==> src/rtl/ctrl_pkg.sv <==
// Shared types for the multicycle MIPS controller: state enum, opcodes,
// datapath mux encodings and the per-state control decode.
package ctrl_pkg;

  typedef enum logic [3:0] {
    S_BOOT, S_FETCH, S_DECODE, S_MEMADR, S_MEMRD, S_MEMWB, S_MEMWR,
    S_EXEC, S_ALUWB, S_ADDI_EX, S_ADDI_WB, S_BRANCH, S_JUMP, S_HALT
  } state_t;

  localparam logic [5:0] OP_RTYPE = 6'h00;
  localparam logic [5:0] OP_J     = 6'h02;
  localparam logic [5:0] OP_BEQ   = 6'h04;
  localparam logic [5:0] OP_BNE   = 6'h05;
  localparam logic [5:0] OP_ADDI  = 6'h08;
  localparam logic [5:0] OP_LW    = 6'h23;
  localparam logic [5:0] OP_SW    = 6'h2B;

  localparam logic [1:0] SRCB_B    = 2'b00;
  localparam logic [1:0] SRCB_FOUR = 2'b01;
  localparam logic [1:0] SRCB_IMM  = 2'b10;
  localparam logic [1:0] SRCB_BOFF = 2'b11;

  localparam logic [1:0] ALUOP_ADD   = 2'b00;
  localparam logic [1:0] ALUOP_SUB   = 2'b01;
  localparam logic [1:0] ALUOP_FUNCT = 2'b10;

  localparam logic [1:0] PCSRC_ALU    = 2'b00;
  localparam logic [1:0] PCSRC_ALUOUT = 2'b01;
  localparam logic [1:0] PCSRC_JUMP   = 2'b10;

  // fetch marks FETCH, where irwrite/pcwrite follow mem_ready outside the register
  typedef struct packed {
    logic       fetch;
    logic       pcwrite;
    logic       pcwritecond;
    logic       iord;
    logic       memread;
    logic       memwrite;
    logic       memtoreg;
    logic       regdst;
    logic       regwrite;
    logic       alusrca;
    logic [1:0] alusrcb;
    logic [1:0] aluop;
    logic [1:0] pcsource;
  } ctrl_t;

  function automatic ctrl_t ctrl_decode(state_t s);
    ctrl_t c;
    c = '0;
    case (s)
      S_FETCH: begin
        c.fetch    = 1'b1;
        c.memread  = 1'b1;
        c.alusrcb  = SRCB_FOUR;
        c.aluop    = ALUOP_ADD;
        c.pcsource = PCSRC_ALU;
      end
      S_DECODE: begin
        c.alusrcb = SRCB_BOFF;
        c.aluop   = ALUOP_ADD;
      end
      S_MEMADR, S_ADDI_EX: begin
        c.alusrca = 1'b1;
        c.alusrcb = SRCB_IMM;
        c.aluop   = ALUOP_ADD;
      end
      S_MEMRD: begin
        c.memread = 1'b1;
        c.iord    = 1'b1;
      end
      S_MEMWB: begin
        c.regwrite = 1'b1;
        c.memtoreg = 1'b1;
      end
      S_MEMWR: begin
        c.memwrite = 1'b1;
        c.iord     = 1'b1;
      end
      S_EXEC: begin
        c.alusrca = 1'b1;
        c.alusrcb = SRCB_B;
        c.aluop   = ALUOP_FUNCT;
      end
      S_ALUWB: begin
        c.regwrite = 1'b1;
        c.regdst   = 1'b1;
      end
      S_ADDI_WB: c.regwrite = 1'b1;
      S_BRANCH: begin
        c.alusrca     = 1'b1;
        c.alusrcb     = SRCB_B;
        c.aluop       = ALUOP_SUB;
        c.pcwritecond = 1'b1;
        c.pcsource    = PCSRC_ALUOUT;
      end
      S_JUMP: begin
        c.pcwrite  = 1'b1;
        c.pcsource = PCSRC_JUMP;
      end
      default: c = '0;
    endcase
    return c;
  endfunction

endpackage

==> src/rtl/multicycle_ctrl.sv <==
// Multicycle MIPS control FSM: sequences each instruction through its states,
// stalls on mem_ready in memory states, counts retirements, sticks in HALT.
module multicycle_ctrl
  import ctrl_pkg::*;
#(
  parameter int              OP_W    = 6,
  parameter int              CNT_W   = 32,
  parameter logic [OP_W-1:0] HALT_OP = 6'h3F,
  parameter bit              EN_BNE  = 1'b1
) (
  input  logic             clk,
  input  logic             rst_n,
  input  logic [OP_W-1:0]  opcode,
  input  logic             zero,
  input  logic             mem_ready,
  output logic             pcwrite,
  output logic             pcwritecond,
  output logic             iord,
  output logic             memread,
  output logic             memwrite,
  output logic             irwrite,
  output logic             memtoreg,
  output logic             regdst,
  output logic             regwrite,
  output logic             alusrca,
  output logic [1:0]       alusrcb,
  output logic [1:0]       aluop,
  output logic [1:0]       pcsource,
  output logic             branch_ne,
  output logic             illegal_op,
  output logic             halted,
  output logic [CNT_W-1:0] instr_count
);

  localparam logic [OP_W-1:0] RTYPE = OP_W'(OP_RTYPE);
  localparam logic [OP_W-1:0] JMP   = OP_W'(OP_J);
  localparam logic [OP_W-1:0] BEQ   = OP_W'(OP_BEQ);
  localparam logic [OP_W-1:0] BNE   = OP_W'(OP_BNE);
  localparam logic [OP_W-1:0] ADDI  = OP_W'(OP_ADDI);
  localparam logic [OP_W-1:0] LW    = OP_W'(OP_LW);
  localparam logic [OP_W-1:0] SW    = OP_W'(OP_SW);

  state_t           state_reg, state_next;
  ctrl_t            ctrl_reg;
  logic             branch_ne_reg;
  logic             halted_reg;
  logic [CNT_W-1:0] count_reg;
  logic             retire;

  // The zero flag is consumed by the datapath's branch logic, not the FSM.
  logic unused_zero;
  assign unused_zero = zero;

  always_comb begin
    state_next = state_reg;
    retire     = 1'b0;
    case (state_reg)
      S_BOOT:  state_next = S_FETCH;
      S_FETCH: if (mem_ready) state_next = S_DECODE;
      S_DECODE: begin
        if (opcode == LW || opcode == SW)                 state_next = S_MEMADR;
        else if (opcode == RTYPE)                         state_next = S_EXEC;
        else if (opcode == ADDI)                          state_next = S_ADDI_EX;
        else if (opcode == BEQ || (EN_BNE && opcode == BNE)) state_next = S_BRANCH;
        else if (opcode == JMP)                           state_next = S_JUMP;
        else if (opcode == HALT_OP)                       state_next = S_HALT;
        else                                              state_next = S_FETCH;
      end
      S_MEMADR:  state_next = (opcode == LW) ? S_MEMRD : S_MEMWR;
      S_MEMRD:   if (mem_ready) state_next = S_MEMWB;
      S_MEMWR: begin
        if (mem_ready) begin
          state_next = S_FETCH;
          retire     = 1'b1;
        end
      end
      S_EXEC:    state_next = S_ALUWB;
      S_ADDI_EX: state_next = S_ADDI_WB;
      S_MEMWB, S_ALUWB, S_ADDI_WB, S_BRANCH, S_JUMP: begin
        state_next = S_FETCH;
        retire     = 1'b1;
      end
      S_HALT:    state_next = S_HALT;
      default:   state_next = S_BOOT;
    endcase
  end

  // Controls are registered from the next state so they stay glitch-free Moore outputs.
  always_ff @(posedge clk or negedge rst_n) begin
    if (!rst_n) begin
      state_reg     <= S_BOOT;
      ctrl_reg      <= '0;
      branch_ne_reg <= 1'b0;
      halted_reg    <= 1'b0;
      count_reg     <= '0;
    end else begin
      state_reg     <= state_next;
      ctrl_reg      <= ctrl_decode(state_next);
      branch_ne_reg <= (state_next == S_BRANCH) && (opcode == BNE);
      halted_reg    <= halted_reg | (state_next == S_HALT);
      if (retire) count_reg <= count_reg + CNT_W'(1);
    end
  end

  assign irwrite     = ctrl_reg.fetch & mem_ready;
  assign pcwrite     = ctrl_reg.pcwrite | (ctrl_reg.fetch & mem_ready);
  assign pcwritecond = ctrl_reg.pcwritecond;
  assign iord        = ctrl_reg.iord;
  assign memread     = ctrl_reg.memread;
  assign memwrite    = ctrl_reg.memwrite;
  assign memtoreg    = ctrl_reg.memtoreg;
  assign regdst      = ctrl_reg.regdst;
  assign regwrite    = ctrl_reg.regwrite;
  assign alusrca     = ctrl_reg.alusrca;
  assign alusrcb     = ctrl_reg.alusrcb;
  assign aluop       = ctrl_reg.aluop;
  assign pcsource    = ctrl_reg.pcsource;
  assign branch_ne   = branch_ne_reg;
  assign illegal_op  = (state_reg == S_DECODE) && (state_next == S_FETCH);
  assign halted      = halted_reg;
  assign instr_count = count_reg;

endmodule

==> config.mk <==
export PLATFORM = sky130hd
export DESIGN_NAME = multicycle_ctrl
export DESIGN_NICKNAME = d
export VERILOG_FILES = /design/src/rtl/ctrl_pkg.sv /design/src/rtl/multicycle_ctrl.sv
export SDC_FILE = /design/constraint.sdc
export NUM_CORES = 1
export LEC_CHECK = 0
export ABC_CLOCK_PERIOD_IN_PS = 8100
export CAP_MARGIN = 20
export CORE_UTILIZATION = 53
export DETAILED_ROUTE_END_ITERATION = 10
export MAX_ROUTING_LAYER = met4
export PLACE_DENSITY = 0.85
export SETUP_SLACK_MARGIN = 0.5
export SLEW_MARGIN = 20
export SYNTH_ARGS = -nofsm -noshare
export SYNTH_HDL_FRONTEND = slang
export SYNTH_SLANG_ARGS = --single-unit
==> constraint.sdc <==
create_clock -name clk -period 8.1 [get_ports clk]
set_input_delay 2.025 -clock clk [delete_from_list [all_inputs] [get_ports clk]]
set_output_delay 2.025 -clock clk [all_outputs]
set_load 0.1 [all_outputs]
* Yosys cells after proc, flatten, opt, wreduce, memory -nomap -nowiden *
Cells that the tools add are included.
Widths: inputs -> output; s select.

storage, ports and cells
  output and inout port bits = 51
  register bits = 54
  word-level logic and storage cells = 92
  input bits = 10

operators by class
  reductions and logical operators = 13
  add/sub/neg operators = 1
  bitwise operators = 3
  muxes and demuxes = 25
  eq/ne operators = 33

operator list
  kind                   number
  $eq 4x4->1 const B     12
  $mux 4                 9
  $pmux 4 s9             1
  $add 32x1->32 const B  1
  $eq 4x3->1 const B     8
  $pmux 4 s5             1
  $eq 6x6->1 const B     3
  $eq 4x2->1 const B     4
  $eq 6x3->1 const B     2
  $mux 1                 11
  $eq 4x1->1 const B     2
  $eq 6x2->1 const B     1
  $eq 6x4->1 const B     1
  $logic_not 6->1        1
  $reduce_or 2->1        3
  $reduce_or 6->1        1
  $reduce_or 5->1        1
  $logic_not 4->1        1
  $pmux 2 s2             1
  $reduce_or 4->1        1
  $reduce_or 3->1        1
  $logic_and 1x1->1      2
  $logic_or 1x1->1       2
  $mux 2                 1
  3 further kinds        4

* Logic depth before layout (Yosys ltp) *
  depth in word-level cells = 11
  gate-level depth with buffers = 9
  mapped depth without buffers = 6

* Worst setup path before layout *
Ideal clock, no wire load.

  path type = input port to output port
  from = in opcode[2]
  to = out illegal_op
  path buffers = 0
  cell stages on the path = 6
  setup slack = 967 ps
  arrival time = 5108 ps
  cell sequence = nand4b_1 > o311ai_0 > o41ai_1 > and4b_4 > nand2b_2 > nor3_1

between the ends
  longest elaborated chain between the ends = 10
  elaborated cells between the ends (all ways) = 20
  those cells by class = eq/ne (8); mux (8); reduce/logical (4)

RTL lines
  item                   RTL line                source
  start, declared        multicycle_ctrl.sv:13   input logic [OP_W-1:0] opcode,
  $eq 6x6->1             multicycle_ctrl.sv:66   else if (opcode == HALT_OP) state_next = S_HALT;
  $mux 4                 multicycle_ctrl.sv:66
  $mux 4                 multicycle_ctrl.sv:65   else if (opcode == JMP) state_next = S_JUMP;
  $mux 4                 multicycle_ctrl.sv:64   else if (opcode == BEQ || (EN_BNE && opcode == BNE)) state_next = S_BRANCH;
  $mux 4                 multicycle_ctrl.sv:63   else if (opcode == ADDI) state_next = S_ADDI_EX;
  $mux 4                 multicycle_ctrl.sv:62   else if (opcode == RTYPE) state_next = S_EXEC;
  $mux 4                 multicycle_ctrl.sv:61   if (opcode == LW || opcode == SW) state_next = S_MEMADR;
  $pmux 4 s9 (*)         multicycle_ctrl.sv:57   case (state_reg)
  $eq 4x1->1 (*)         multicycle_ctrl.sv:119  assign illegal_op = (state_reg == S_DECODE) && (state_next == S_FETCH);
  $logic_and 1x1->1 (*)  multicycle_ctrl.sv:119
  end, declared          multicycle_ctrl.sv:30   output logic illegal_op,

Mark *: on every way between the ends. The rest lies on a longest branch, timed or not.

* Worst setup path after layout *
  from = in opcode[0]
  to = out illegal_op

The elaborated chain is that of the path after synthesis.

==> impl_metrics.env <==
export IMPL_status="complete, but fails checks"
export IMPL_violations="DRC"
export IMPL_min_period_ns=6.324
export IMPL_ys_top_cells_by_area="dfrtp_1, xnor2_1, nand3_1"
export IMPL_fillers=333
export IMPL_cts_setup_buffers=0
export IMPL_ys_types=53
export IMPL_critPathSlowestCell="or4b_1"
export IMPL_final_setup_worst_slack_ns=1.776
export IMPL_worst_path_buf_inv=2
export IMPL_ctsHtreeMaxLevel=2
export IMPL_clk_pin_slew_ns=0.09
export IMPL_reg2reg_depth=6
export IMPL_drtAntennaViolNets=0
export IMPL_fmax_mhz=158.1
export IMPL_synthCells=228
export IMPL_vias=1841
export IMPL_synth_ff_type="dfrtp_1"
export IMPL_gr_total_overflow=0
export IMPL_tightest_slew_ns=0.9755
export IMPL_drt_initial_drc_count=100
export IMPL_root_buffer="clkbuf_8"
export IMPL_syn2layout_area_growth_pct=25.61
export IMPL_crit_chain="clkdlybuf4s50_1, or4b_1, or4_1, and3_1, and4b_4, nand2b_2, nor3_1, buf_4"
export IMPL_yosysWarnings=0
export IMPL_setup_viol=0
export IMPL_ctsHoldBuffers=0
export IMPL_reg2reg_from="state_reg[0]"
export IMPL_portBuffers=59
export IMPL_cpLargestDelayFamily="simple AND/OR/NAND/NOR gates"
export IMPL_largest_reg_flops=32
export IMPL_place_area_um2=3083
export IMPL_pre_cts_slack_ns=1.762
export IMPL_cp_max_fo=7
export IMPL_layout_cells_non_filler=332
export IMPL_numCtsBuffers=5
export IMPL_start_util_pct=56.46
export IMPL_fin_nets=291
export IMPL_end_kind="output port"
export IMPL_drt_pass1_iter_count=9
export IMPL_grt_max_degree=54
export IMPL_post_place_cells=325
export IMPL_max_stage_delay_ns=0.51
export IMPL_slew_headroom_pct=34.77
export IMPL_fp_row_count=24
export IMPL_final_area_um2=3173
export IMPL_antenna_found_initial=0
export IMPL_layout_common_cells="clkdlybuf4s50_1, dfrtp_1, xnor2_1"
export IMPL_clk_latency_ns=0.30
export IMPL_die_w_um=71.04
export IMPL_min_from="halted"
export IMPL_grt_pass1_vias=1745
export IMPL_die_area_um2=5047
export IMPL_core_area_um2=4474
export IMPL_report_final_slew_viol_count=0
export IMPL_grtUsageTotal_pct=20.50
export IMPL_via_per_inst=5.545
export IMPL_leakage_nw=1.360
export IMPL_io_pins=61
export IMPL_rsz0062_at_grt="no"
export IMPL_grt_first_pass_wirelength_um=7983
export IMPL_wl_per_cell_um=13.33
export IMPL_peakVddDrop_mv=0.3327
export IMPL_synth_edff_count=0
export IMPL_crit_type="in2out"
export IMPL_path_depth=8
export IMPL_hold_class="reg2reg"
export IMPL_fin_tns_setup_ns=0
export IMPL_totalWireLength_um=4424
export IMPL_hold_depth=1
export IMPL_cp_required_ns=6.08
export IMPL_numClockSinks=53
export IMPL_drv_cap=0
export IMPL_syn_num_nets=239
export IMPL_drc=7
export IMPL_layout_commonest_cell="clkdlybuf4s50_1"
export IMPL_cp_arrival_ns=4.30
export IMPL_dieHeight_um=71.04
export IMPL_synth_top_area_share_pct=52.50
export IMPL_power_density_nw_per_um2=314.2
export IMPL_antenna_cells=0
export IMPL_hold_violations=0
export IMPL_synth_async_reset_ratio_pct=100.0
export IMPL_drive_above_1_share_pct=6.786
export IMPL_clockBufferDepth=2
export IMPL_yosys_register_bits=53
export IMPL_finalClockSkew_ns=0.006060
export IMPL_cts_resized=0
export IMPL_cts_tree="built"
export IMPL_start_kind="input port"
export IMPL_avgSynthCellArea_um2=11.08
export IMPL_dp_hpwl_um=3283
export IMPL_min_period_over_period_pct=78.07
export IMPL_seq_area_frac_synth_pct=52.50
export IMPL_fin_worst_hold_slack_ns=0.4745
export IMPL_synth_area_um2=2526
export IMPL_place_gp_congestion=0.8399
export IMPL_yosys_area_top_type="dfrtp_1"
export IMPL_worstSetupStartpoint="opcode[0]"
## final cells by class
cell class / instances / area (µm²) / area share, %
Timing Repair Buffer: 60 / 590.6 / 18.61
Clock inverter: 1 / 7.507 / 0.2366
Clock buffer: 6 / 82.58 / 2.603
Multi-Input combinational cell: 157 / 1090 / 34.35
Tap cell: 52 / 65.06 / 2.050
Inverter: 3 / 11.26 / 0.3549
Sequential cell: 53 / 1326 / 41.80
## power by group
| group | internal (mW) | switching, mW |
|---|---|---|
| Clock | 0.0676 | 0.0776 |
| Combinational | 0.140 | 0.363 |
| Sequential | 0.307 | 0.0421 |
## path summary, 6_finish.rpt
kind,to,slack (ns)
hold / removal,halted,0.47
setup / recovery,illegal_op,1.78
setup reg to reg,instr_count[22],5.89
max in group asynchronous,instr_count[3],5.84
min in group asynchronous,instr_count[17],1.83
hold reg to reg,halted,0.47
## cell families after synthesis
family / count (synthesis) / synth area share (%)
multiplexers: 3 / 1.288
flip-flops: 53 / 52.50
XOR/XNOR: 33 / 11.44
AND/OR/NAND/NOR: 98 / 22.98
adder cells (fa/ha/maj): 1 / 0.4952
AO/OA/AOI/OAI: 22 / 6.934
buffers and inverters: 18 / 4.358
## synthesized netlist by cell type (3+ instances only)
master,n
inv_1,3
and3_1,10
o21ai_0,3
xor2_1,6
nand4_1,5
clkbuf_1,3
dfrtp_1,53
nand3_1,17
nor3b_1,5
and2_1,6
nor3_1,6
buf_4,6
buf_2,4
and4_1,3
nand2_1,13
xnor2_1,27
nor2_1,9
## per-layer routing
metal	GRT usage, %	vias to the layer above	part of all wire (%)
met5	-	-	0
met1	26.06	877	44
met2	33.65	50	50
met3	3.989	6	4.2
li1	-	908	-
met4	5.778	0	1.1
## stage by stage
step / util (%) / power (mW)
3_3_place_gp: 68.90 / 0.8531
2_1_floorplan: - / 0.7695
3_5_place_dp: 68.90 / 0.8612
5_1_grt: 70.92 / 1.051
4_1_cts: 70.92 / 1.009
6_report: 70.92 / 0.9970
## worst reg2reg max path, stage by stage, from the launching register on
cell and delay [ns]:
dfrtp_1 0.55, nor2b_1 0.31, a22o_1 0.22, or2_1 0.25
and3_1 0.43, nand4_1 0.17, xnor2_1 0.17
Note: power is estimated with default switching activity, not from simulation.
